File: src/rtl/branch_predict_unit.sv
// Branch resolve unit with PC-indexed 2-bit BHT.
// Optional build macro BRANCH_STATS_EN adds branch/mispredict counters.
module branch_predict_unit #(
   parameter int unsigned XLEN      = 32,
   parameter int unsigned BHT_IDX_W = 6,
   parameter logic [1:0]  BHT_INIT  = 2'b01
) (
   input  logic            clk,
   input  logic            rst,
   input  logic [XLEN-1:0] if_pc,
   output logic            if_pred_taken,
   input  logic            ex_valid,
   input  logic [2:0]      ex_funct3,
   input  logic [XLEN-1:0] ex_r1,
   input  logic [XLEN-1:0] ex_r2,
   input  logic [XLEN-1:0] ex_pc,
   input  logic [XLEN-1:0] ex_imm,
   input  logic            ex_pred_taken,
   output logic            ex_taken,
   output logic [XLEN-1:0] ex_target,
   output logic            ex_redirect,
   output logic [XLEN-1:0] ex_next_pc,
   output logic            ex_illegal
`ifdef BRANCH_STATS_EN
   ,
   output logic [31:0]     stat_branches,
   output logic [31:0]     stat_mispredicts
`endif
);

   localparam int unsigned BhtEntries = 1 << BHT_IDX_W;

   logic [1:0]           bht_q [BhtEntries];
   logic [1:0]           bht_d [BhtEntries];
   logic [BHT_IDX_W-1:0] if_idx;
   logic [BHT_IDX_W-1:0] ex_idx;
   logic                 cond_eq;
   logic                 cond_lt_s;
   logic                 cond_lt_u;
   logic                 cond_met;
   logic                 bht_we;
   logic [1:0]           cnt_old;
   logic [1:0]           cnt_new;
   logic                 unused_if_pc;

   assign if_idx = if_pc[BHT_IDX_W+1:2];
   assign ex_idx = ex_pc[BHT_IDX_W+1:2];

   // Only the index bits of the fetch PC matter; the rest alias freely.
   assign unused_if_pc = ^{if_pc[XLEN-1:BHT_IDX_W+2], if_pc[1:0]};

   assign if_pred_taken = bht_q[if_idx][1];

   // Condition evaluation
   assign cond_eq   = (ex_r1 == ex_r2);
   assign cond_lt_s = ($signed(ex_r1) < $signed(ex_r2));
   assign cond_lt_u = (ex_r1 < ex_r2);

   always_comb begin
      cond_met   = 1'b0;
      ex_illegal = 1'b0;
      case (ex_funct3)
         3'b000:  cond_met = cond_eq;
         3'b001:  cond_met = ~cond_eq;
         3'b100:  cond_met = cond_lt_s;
         3'b101:  cond_met = ~cond_lt_s;
         3'b110:  cond_met = cond_lt_u;
         3'b111:  cond_met = ~cond_lt_u;
         default: ex_illegal = ex_valid;
      endcase
   end

   assign ex_taken    = ex_valid & ~ex_illegal & cond_met;
   assign ex_target   = ex_pc + ex_imm;
   assign ex_next_pc  = ex_taken ? ex_target : (ex_pc + XLEN'(4));
   assign ex_redirect = ex_valid & ~ex_illegal & (ex_taken != ex_pred_taken);

   // Saturating counter update
   assign bht_we  = ex_valid & ~ex_illegal;
   assign cnt_old = bht_q[ex_idx];

   always_comb begin
      cnt_new = cnt_old;
      if (ex_taken) begin
         if (cnt_old != 2'b11) cnt_new = cnt_old + 2'b01;
      end else begin
         if (cnt_old != 2'b00) cnt_new = cnt_old - 2'b01;
      end
   end

   always_comb begin
      bht_d = bht_q;
      if (bht_we) bht_d[ex_idx] = cnt_new;
   end

   always_ff @(posedge clk) begin
      if (rst) begin
         for (int i = 0; i < BhtEntries; i++) bht_q[i] <= BHT_INIT;
      end else begin
         bht_q <= bht_d;
      end
   end

`ifdef BRANCH_STATS_EN
   logic [31:0] stat_branches_q;
   logic [31:0] stat_branches_d;
   logic [31:0] stat_mispredicts_q;
   logic [31:0] stat_mispredicts_d;

   always_comb begin
      stat_branches_d    = stat_branches_q;
      stat_mispredicts_d = stat_mispredicts_q;
      if (bht_we)      stat_branches_d    = stat_branches_q + 32'd1;
      if (ex_redirect) stat_mispredicts_d = stat_mispredicts_q + 32'd1;
   end

   always_ff @(posedge clk) begin
      if (rst) begin
         stat_branches_q    <= '0;
         stat_mispredicts_q <= '0;
      end else begin
         stat_branches_q    <= stat_branches_d;
         stat_mispredicts_q <= stat_mispredicts_d;
      end
   end

   assign stat_branches    = stat_branches_q;
   assign stat_mispredicts = stat_mispredicts_q;
`endif

endmodule

File: config.mk
export PLATFORM = sky130hd
export DESIGN_NAME = branch_predict_unit
export DESIGN_NICKNAME = d
export VERILOG_FILES = /design/src/rtl/branch_predict_unit.sv
export SDC_FILE = /design/constraint.sdc
export NUM_CORES = 1
export LEC_CHECK = 0
export BUFFER_PORTS_ARGS = -buffer_cell sky130_fd_sc_hd__clkbuf_2
export CORE_ASPECT_RATIO = 0.9
export CORE_MARGIN = 4
export CORE_UTILIZATION = 45
export DETAILED_ROUTE_END_ITERATION = 8
export PLACE_DENSITY = 0.69
export SKIP_LAST_GASP = 1
export SLEW_MARGIN = 5
export SYNTH_ARGS = -nofsm -noshare
export SYNTH_HDL_FRONTEND = slang
export SYNTH_SLANG_ARGS = --single-unit
File: constraint.sdc
create_clock -name clk -period 3.95 [get_ports clk]
set_input_delay 0.1975 -clock clk [delete_from_list [all_inputs] [get_ports clk]]
set_output_delay 0.1975 -clock clk [all_outputs]
set_load 0.01 [all_outputs]
==> reports/qor.txt, run 1 <==
status: completed
Tmin final: 3640 ps
final hold viol count: 0
MaxCap Viol Count: 0
largest registers: bht_q x128
CP Data Arrival Time: 3440 ps
I/O pins: 235
fraction of registers with async set/reset: 0%
Sink Count: 128
Area growth syn-to-layout: 20.3%
static leakage: 4.63 nW
Power Dens Cells: 340 nW/µm²
# diodes: 0
Worst-Skew Late Latency: 420 ps
CP endpoint kind: output pin
commonest register cell after synthesis: dfxtp_1
Detailed Routing Iterations Pass 1: 5
Post-Syn Area per Cell: 8.24 µm²
# Post-CTS Setup Buffers: 0
TNS Setup: 0 ps
Final Skew: 8.08 ps
Max Transition Viols Final: 0
vias in the first global route: 8921
GRT Util Overall: 25.0%
Post-Syn Area: 9510 µm²
initial DRC count: 876
fin nets: 1574
DR vias/cell: 5.82
Worst R2R Path Depth: 10
post-CTS sizing: 0
cts bufs inserted: 17
# setup viols final: 0
Seq/Total Area, Yosys: 27.0%
CP Data Required Time: 3750 ps
cell depth of the worst min-delay path: 2
startpoint types: primary input
initial antenna violation count: 1
Cell Rows: 50
dpl hpwl: 22500 µm
Syn Inst Count: 1154
CTS tree: yes
core area: 20800 µm²
Die H: 146 µm
total power: 3.89 mW
Post-synth EDFFs: 0
Max Root-Sink Buffers: 2
peak supply drop: 0.296 mV
max FFs per register: 128
Reg with most FFs: bht_q
RSZ-0062 raised after global routing: no
WL per Instance: 18.4 µm
# port buffers: 208
worst min path class: primary input to flop
Tcrit/Tclk final: 92.2%
Clock transition at path regs: 50 ps
H-tree depth: 4
worst-path fanout max: 18
Mapped Nets: 1386
critical path type: primary input to output pin
die area: 23500 µm²
Yosys reg bits: 128
CTS Root Cell: clkbuf_16
layout cells sized above 1: 24.0%
GPL Wtd Cong: 0.920
via count: 9551
synth warn: 0
Antenna Nets Post-Route: 0
Slew @ Worst Pin: 1050 ps
setup ws final: 310 ps
Max Clk Rate: 275 MHz
DRT Wirelength: 30100 µm
pre-CTS WS: 308 ps
Initial Util: 45.8%
unique cell type count in the Yosys netlist: 67
Remaining DRCs: 0
CTS hold repair buffers: 0
largest net degree at the start of global routing: 96
max_slew headroom: 29.8%
first-pass GRT wire length: 47800 µm
grt ovf: 0
width of the die: 161 µm
[cell usage in the layout, fill, tap and decap left out, drive strengths merged, types with 9 or more instances in the layout]
| cell | n |
|---|---|
| inv | 49 |
| nor2 | 156 |
| xnor2 | 36 |
| o211ai | 9 |
| a211oi | 66 |
| nand4 | 14 |
| xor2 | 22 |
| and3 | 16 |
| nand3 | 37 |
| nand2 | 68 |
| mux4 | 35 |
| a221oi | 10 |
| nor3 | 73 |
| a21oi | 113 |
| clkbuf | 230 |
| o21ai | 43 |
| mux2i | 14 |
| nor2b | 10 |
| a21o | 12 |
| buf | 22 |
| mux2 | 21 |
| ha | 64 |
| dfxtp | 128 |
[routing by layer]
layer  vias up  GRT usage, %  wire length, µm
met5         -             0               13
met4         2          6.82              573
met3        42          5.61             2490
met2       430          40.4            14100
met1      4406          33.8            13000
li1       4671             -                -
[where the power goes]
part	switching [mW]	internal, mW	leakage [nW]
sequential	0.00520	1.30	1.03
combinational	0.621	0.411	3.31
clock	0.563	0.992	0.285
total	1.19	2.70	4.63
[synth_stat cells (all sizes together) (3+ instances only)]
library cell	count	area [µm²]
or3	4	25.0
a22o	5	43.8
or4	4	30.0
mux2	21	236
nand4	14	87.6
a221oi	10	87.6
inv	49	184
nand2	68	255
nand3	37	185
and2	6	37.5
o21a	3	22.5
a221o	5	50.1
a22oi	4	30.0
mux4	35	788
o22a	4	35.0
ha	64	801
nor2	156	602
o31ai	3	22.5
a21oi	113	569
nand3b	4	30.0
o211ai	9	67.6
nand2b	5	31.3
nor3	73	365
clkbuf	31	116
nor4	6	43.8
dfxtp	128	2560
a311oi	3	26.3
a31oi	6	37.5
and4	4	35.0
a21o	12	90.1
buf	29	181
xnor2	36	315
a211oi	66	495
nor2b	10	62.6
o22ai	3	18.8
and3	16	100
mux2i	14	140
xor2	22	193
o21ai	43	215
[critical path, cell delays in order]
cell      delay (ps)
clkbuf_2          70
inv_1             30
ha_1             320
nand4_1          210
or4_1            610
or4_1            490
a21oi_1          230
a32oi_1          170
o311ai_4         310
buf_4            320
mux2_2           340
clkbuf_2         120
[per-stage QoR]
| step | hold slack, ps | util [%] | cells | area (µm²) |
|---|---|---|---|---|
| floorplan | 373 | - | 1154 | 9510 |
| global placement | 471 | 52.2 | 1609 | 10800 |
| detailed placement | 489 | 52.2 | 1609 | 10800 |
| CTS | 399 | 55.0 | 1641 | 11400 |
| global route | 455 | 55.0 | 1641 | 11400 |
| finish | 419 | 55.0 | 1641 | 11400 |
[cell type report]
cell class / instances / area, µm²
repair buffers: 229 / 1260
multi-input cells: 916 / 6470
clock buffers: 23 / 488
well taps: 286 / 358
clock inverters: 9 / 106
fillers: 1985 / 9340
flip-flops and latches: 128 / 2560
inverters: 50 / 188
[cell families (layout without fill, tap and decap cells)]
group | Yosys count | after routing | synth area share [%]
AO/OA/AOI/OAI | 310 | 310 | 21.3
XOR/XNOR | 58 | 58 | 5.34
adder cells (fa/ha/maj) | 66 | 66 | 8.78
buffers and inverters | 110 | 311 | 5.11
flip-flops | 128 | 128 | 27.0
multiplexers | 70 | 70 | 12.3
AND/OR/NAND/NOR | 412 | 412 | 20.3
[final timing paths]
kind                               start  slack, ps                      end
setup / recovery               ex_r2[31]        310           ex_next_pc[17]
hold reg to reg   bht_q[74]$_SDFFE_PP1P_        500   bht_q[74]$_SDFFE_PP1P_
setup reg to reg  bht_q[75]$_SDFFE_PP0P_       1030  bht_q[118]$_SDFFE_PP1P_
hold / removal                       rst        420  bht_q[119]$_SDFFE_PP0P_
No activity file was read; power rests on OpenSTA's default activity.
==> inputs of run 2 (changes only) <==
--- a/config.mk
+++ b/config.mk
@@ -9,8 +9,9 @@
 export CORE_ASPECT_RATIO = 0.9
 export CORE_MARGIN = 4
 export CORE_UTILIZATION = 45
+export CTS_CLUSTER_SIZE = 30
 export DETAILED_ROUTE_END_ITERATION = 8
-export PLACE_DENSITY = 0.69
+export PLACE_DENSITY = 0.79
 export SKIP_LAST_GASP = 1
 export SLEW_MARGIN = 5
 export SYNTH_ARGS = -nofsm -noshare
==> run 2 against run 1 <==
Effect of this change:
- register-to-register slack improved by 80 ps
- utilization down 0.34 points
- wire length is 0.90% higher
- clock power decreased by 7%
- via count rose by 2.4%
- combinational power barely moved
- first-iteration DRC count fell by 2.7%
- largest power group unchanged
==> reports/qor.txt, run 2 (synthesized netlist as in run 1, its figures left out) <==
Finished Layout Cells: 1637
CP Data Required Time: 3750 ps
static leakage: 4.59 nW
Max Transition Viols Final: 0
worst min path class: primary input to flop
peak supply drop: 0.321 mV
Worst R2R Path Depth: 10
Tmin final: 3580 ps
# Post-CTS Setup Buffers: 0
grt ovf: 0
Antenna Nets Post-Route: 0
# setup viols final: 0
layout cells sized above 1: 23.7%
critical path type: primary input to output pin
TNS Setup: 0 ps
r2r setup slk: 1110 ps
most common cell after layout, fill and taps aside: clkbuf_2
WL per Instance: 18.6 µm
WP depth: 12
H-tree depth: 4
Top Family by Delay on Critical Path: simple AND/OR/NAND/NOR gates
cts bufs inserted: 17
startpoint types: primary input
Worst-Skew Late Latency: 420 ps
I/O pins: 235
Tcrit/Tclk final: 90.6%
Remaining DRCs: 0
post-CTS sizing: 0
initial antenna violation count: 1
largest registers: bht_q x128
max FFs per register: 128
CP endpoint: ex_next_pc[20]
CTS hold repair buffers: 0
core area: 20800 µm²
RR Endpoint: bht_q[118]$_SDFFE_PP1P_
GPL Wtd Cong: 0.931
Cell Rows: 50
initial DRC count: 852
fin nets: 1570
MaxCap Viol Count: 0
Power Dens Cells: 332 nW/µm²
status: completed
vias in the first global route: 9096
Critical-path top delay cell: or4_1
most frequent cells in the layout: clkbuf_2 (207), nor2_1 (155), dfxtp_1 (128), a21oi_1 (112), nor3_1 (73)
R2R Path Start: bht_q[127]$_SDFFE_PP0P_
CP bufs+invs: 4
Critical Path Source: ex_r2[30]
Clock transition at path regs: 50 ps
setup ws final: 372 ps
Final Hold Slack: 367 ps
dpl hpwl: 22500 µm
slowest stage delay, CP: 600 ps
Max Root-Sink Buffers: 2
worst-path fanout max: 35
first-pass GRT wire length: 48000 µm
Slew @ Worst Pin: 1000 ps
CTS Root Cell: clkbuf_16
crit-path cells: clkbuf_2 > inv_1 > ha_1 > nand4_1 > or4_1 > or4_1 > a21oi_1 > a32oi_1 > o311ai_4 > buf_12 > mux2_2 > clkbuf_2
DR vias/cell: 5.98
largest net degree at the start of global routing: 94
CP endpoint kind: output pin
width of the die: 161 µm
# port buffers: 208
Initial Util: 45.8%
cell depth of the worst min-delay path: 2
GRT Util Overall: 24.9%
Max Clk Rate: 280 MHz
CTS tree: yes
Placed Cells: 1605
total power: 3.77 mW
Reg with most FFs: bht_q
# diodes: 0
via count: 9782
Final Skew: 8.82 ps
final hold viol count: 0
Detailed Routing Iterations Pass 1: 6
Die H: 146 µm
pre-CTS WS: 384 ps
hold_sp: rst
max_slew headroom: 33.4%
DRT Wirelength: 30400 µm
die area: 23500 µm²
CP Data Arrival Time: 3380 ps
RSZ-0062 raised after global routing: no
Sink Count: 128
Area growth syn-to-layout: 19.5%
## run 2: how the worst min path moves through the flow
stage                                         end
after floorplan            bht_q[42]$_SDFFE_PP1P_
after global placement    bht_q[118]$_SDFFE_PP1P_
after detailed placement  bht_q[118]$_SDFFE_PP1P_
after CTS                 bht_q[119]$_SDFFE_PP0P_
after global routing      bht_q[119]$_SDFFE_PP0P_
final                     bht_q[119]$_SDFFE_PP0P_
## run 2: cell type report
class                           count  area (µm²)
Clock inverter                     11        91.3
Inverter                           50         188
Tap cell                          286         358
Fill cell                        1888        9410
Sequential cell                   128        2560
Timing Repair Buffer              225        1250
Multi-Input combinational cell    916        6470
Clock buffer                       21         450
## run 2: through the flow
step	instance area, µm²	util (%)
after detailed placement	10800	52.1
after global routing	11400	54.7
after floorplan	9510	-
final	11400	54.7
after global placement	10800	52.1
after CTS	11400	54.7
## run 2: power breakdown
part           switching (mW)  leakage [nW]  internal [mW]  total (mW)
Clock                   0.567         0.262          0.873        1.44
Sequential            0.00511          1.03           1.30        1.30
Combinational           0.620          3.29          0.410        1.03
## run 2: per-layer routing
layer | track usage, % | routed length [µm]
met1 | 32.7 | 12400
met5 | 0 | 18
met3 | 6.03 | 3020
met2 | 40.2 | 14000
met4 | 8.78 | 934
==> inputs of run 3 (changes only) <==
--- a/config.mk
+++ b/config.mk
@@ -13,7 +13,6 @@
 export DETAILED_ROUTE_END_ITERATION = 8
 export PLACE_DENSITY = 0.79
 export SKIP_LAST_GASP = 1
-export SLEW_MARGIN = 5
 export SYNTH_ARGS = -nofsm -noshare
 export SYNTH_HDL_FRONTEND = slang
 export SYNTH_SLANG_ARGS = --single-unit
==> constraint.sdc (replaced) <==
create_clock -name clk -period 3.95 [get_ports clk]
set_input_delay 0.1975 -clock clk [delete_from_list [all_inputs] [get_ports clk]]
set_output_delay 0.1975 -clock clk [all_outputs]
set_load 0.05 [all_outputs]
==> run 3 against run 2 <==
Effect of this change:
- combinational power grew 38%
- largest cell class unchanged
- setup slack lost 200 ps
- flip-flop and latch count is the same
- global-route usage grew 0.58 points
- largest power group unchanged
- clock power grew 8%
- critical endpoint is now ex_next_pc[15]
- clock skew shrank 2.3 ps
==> reports/qor.txt, run 3 (synthesized netlist as in run 1, its figures left out) <==
Tcrit/Tclk final: 95.6%
max_slew headroom: 32.3%
core area: 20800 µm²
# Post-CTS Setup Buffers: 0
largest net degree at the start of global routing: 92
H-tree depth: 4
TNS Setup: 0 ps
worst min path class: primary input to flop
final hold viol count: 0
Area growth syn-to-layout: 20.7%
Detailed Routing Iterations Pass 1: 6
dpl hpwl: 23100 µm
static leakage: 4.66 nW
most common cell after layout, fill and taps aside: clkbuf_2
post-CTS sizing: 0
# setup viols final: 0
sw power: 1.57 mW
clock group share of total power: 36.5%
cts bufs inserted: 17
initial DRC count: 951
slowest stage delay, CP: 600 ps
Clock transition at path regs: 60 ps
largest registers: bht_q x128
Switching Share: 36.8%
Max Clk Rate: 265 MHz
critical path type: primary input to output pin
max FFs per register: 128
WL per Instance: 18.9 µm
Worst-Skew Late Latency: 420 ps
Critical-path top delay cell: or4_1
Max Root-Sink Buffers: 2
crit-path cells: clkbuf_2 > inv_1 > ha_1 > nand4_1 > or4_1 > or4_1 > a21oi_1 > a32oi_1 > o311ai_4 > buf_4 > mux2_2 > clkbuf_2
Slew @ Worst Pin: 1020 ps
first-pass GRT wire length: 48800 µm
die area: 23500 µm²
Remaining DRCs: 0
Antenna Nets Post-Route: 0
Max Transition Viols Final: 0
most frequent cells in the layout: clkbuf_2 (206), nor2_1 (155), dfxtp_1 (128), a21oi_1 (112), nor3_1 (73)
GRT Util Overall: 25.5%
CP Data Arrival Time: 3580 ps
Cell Rows: 50
vias in the first global route: 9315
CTS tree: yes
Reg with most FFs: bht_q
total power: 4.28 mW
Power Dens Cells: 373 nW/µm²
peak supply drop: 0.315 mV
initial antenna violation count: 2
CP Data Required Time: 3750 ps
status: completed
CTS hold repair buffers: 0
Seq pwr share: 30.5%
I/O pins: 235
DR vias/cell: 5.95
post-route core utilization: 55.3%
RSZ-0062 raised after global routing: no
grt ovf: 0
MaxCap Viol Count: 0
Sink Count: 128
Final Skew: 6.51 ps
fin nets: 1579
GPL Wtd Cong: 0.948
layout cells sized above 1: 24.3%
Pint: 2.71 mW
startpoint types: primary input
Tmin final: 3780 ps
Fillers: 1895
Die H: 146 µm
width of the die: 161 µm
CP endpoint kind: output pin
CTS Root Cell: clkbuf_16
worst-path fanout max: 24
Initial Util: 45.8%
via count: 9809
share of total power in combinational logic: 33.1%
# port buffers: 208
DRT Wirelength: 31100 µm
==> run 3: final timing paths <==
path / from / end / slack [ps] / depth (start not counted)
setup reg to reg: bht_q[1]$_SDFFE_PP0P_ / bht_q[26]$_SDFFE_PP1P_ / 960 / 10
hold reg to reg: bht_q[118]$_SDFFE_PP1P_ / bht_q[118]$_SDFFE_PP1P_ / 500 / 2
hold / removal: rst / bht_q[125]$_SDFFE_PP0P_ / 490 / 2
setup / recovery: ex_r2[30] / ex_next_pc[15] / 170 / 12
==> run 3: layout make-up <==
class                      instances  area [µm²]  share of cell area, %
antenna                            2        5.00                 0.0436
clock inverter                    10         109                  0.948
sequential                       128        2560                   22.3
inverter                          50         188                   1.64
multi-input combinational        916        6470                   56.3
clock buffer                      22         484                   4.22
tap                              286         358                   3.12
timing repair buffer             234        1300                   11.4
==> run 3: critical path: cells and delay by family <==
family          cells  cell delay (ps)
fa+ha+maj           1              310
buf+inv             4              750
compound gates      3              650
simple gates        3             1290
mux                 1              360
==> run 3: power by group through the flow <==
stage          combinational [mW]  clock, mW  sequential [mW]
5_1_grt                      1.50       1.63             1.30
3_3_place_gp                 1.38          0             1.33
4_1_cts                      1.40       1.57             1.30
2_1_floorplan                1.00          0             1.33
3_5_place_dp                 1.40          0             1.33
6_report                     1.42       1.56             1.30
==> run 3: through the flow <==
stage | instance area (µm²) | setup slack (ps) | hold slack (ps) | std cells
finish | 11500 | 174 | 492 | 1648
global route | 11500 | 91.3 | 523 | 1648
CTS | 11500 | 224 | 504 | 1646
detailed placement | 10900 | 248 | 492 | 1614
global placement | 10900 | 305 | 482 | 1614
floorplan | 9510 | 59.3 | 373 | 1154
==> run 3: layer usage <==
layer	routed length, µm	track usage, %
met4	1130	10.0
met5	0	0
met1	12500	32.9
met2	14300	40.9
met3	3210	6.54
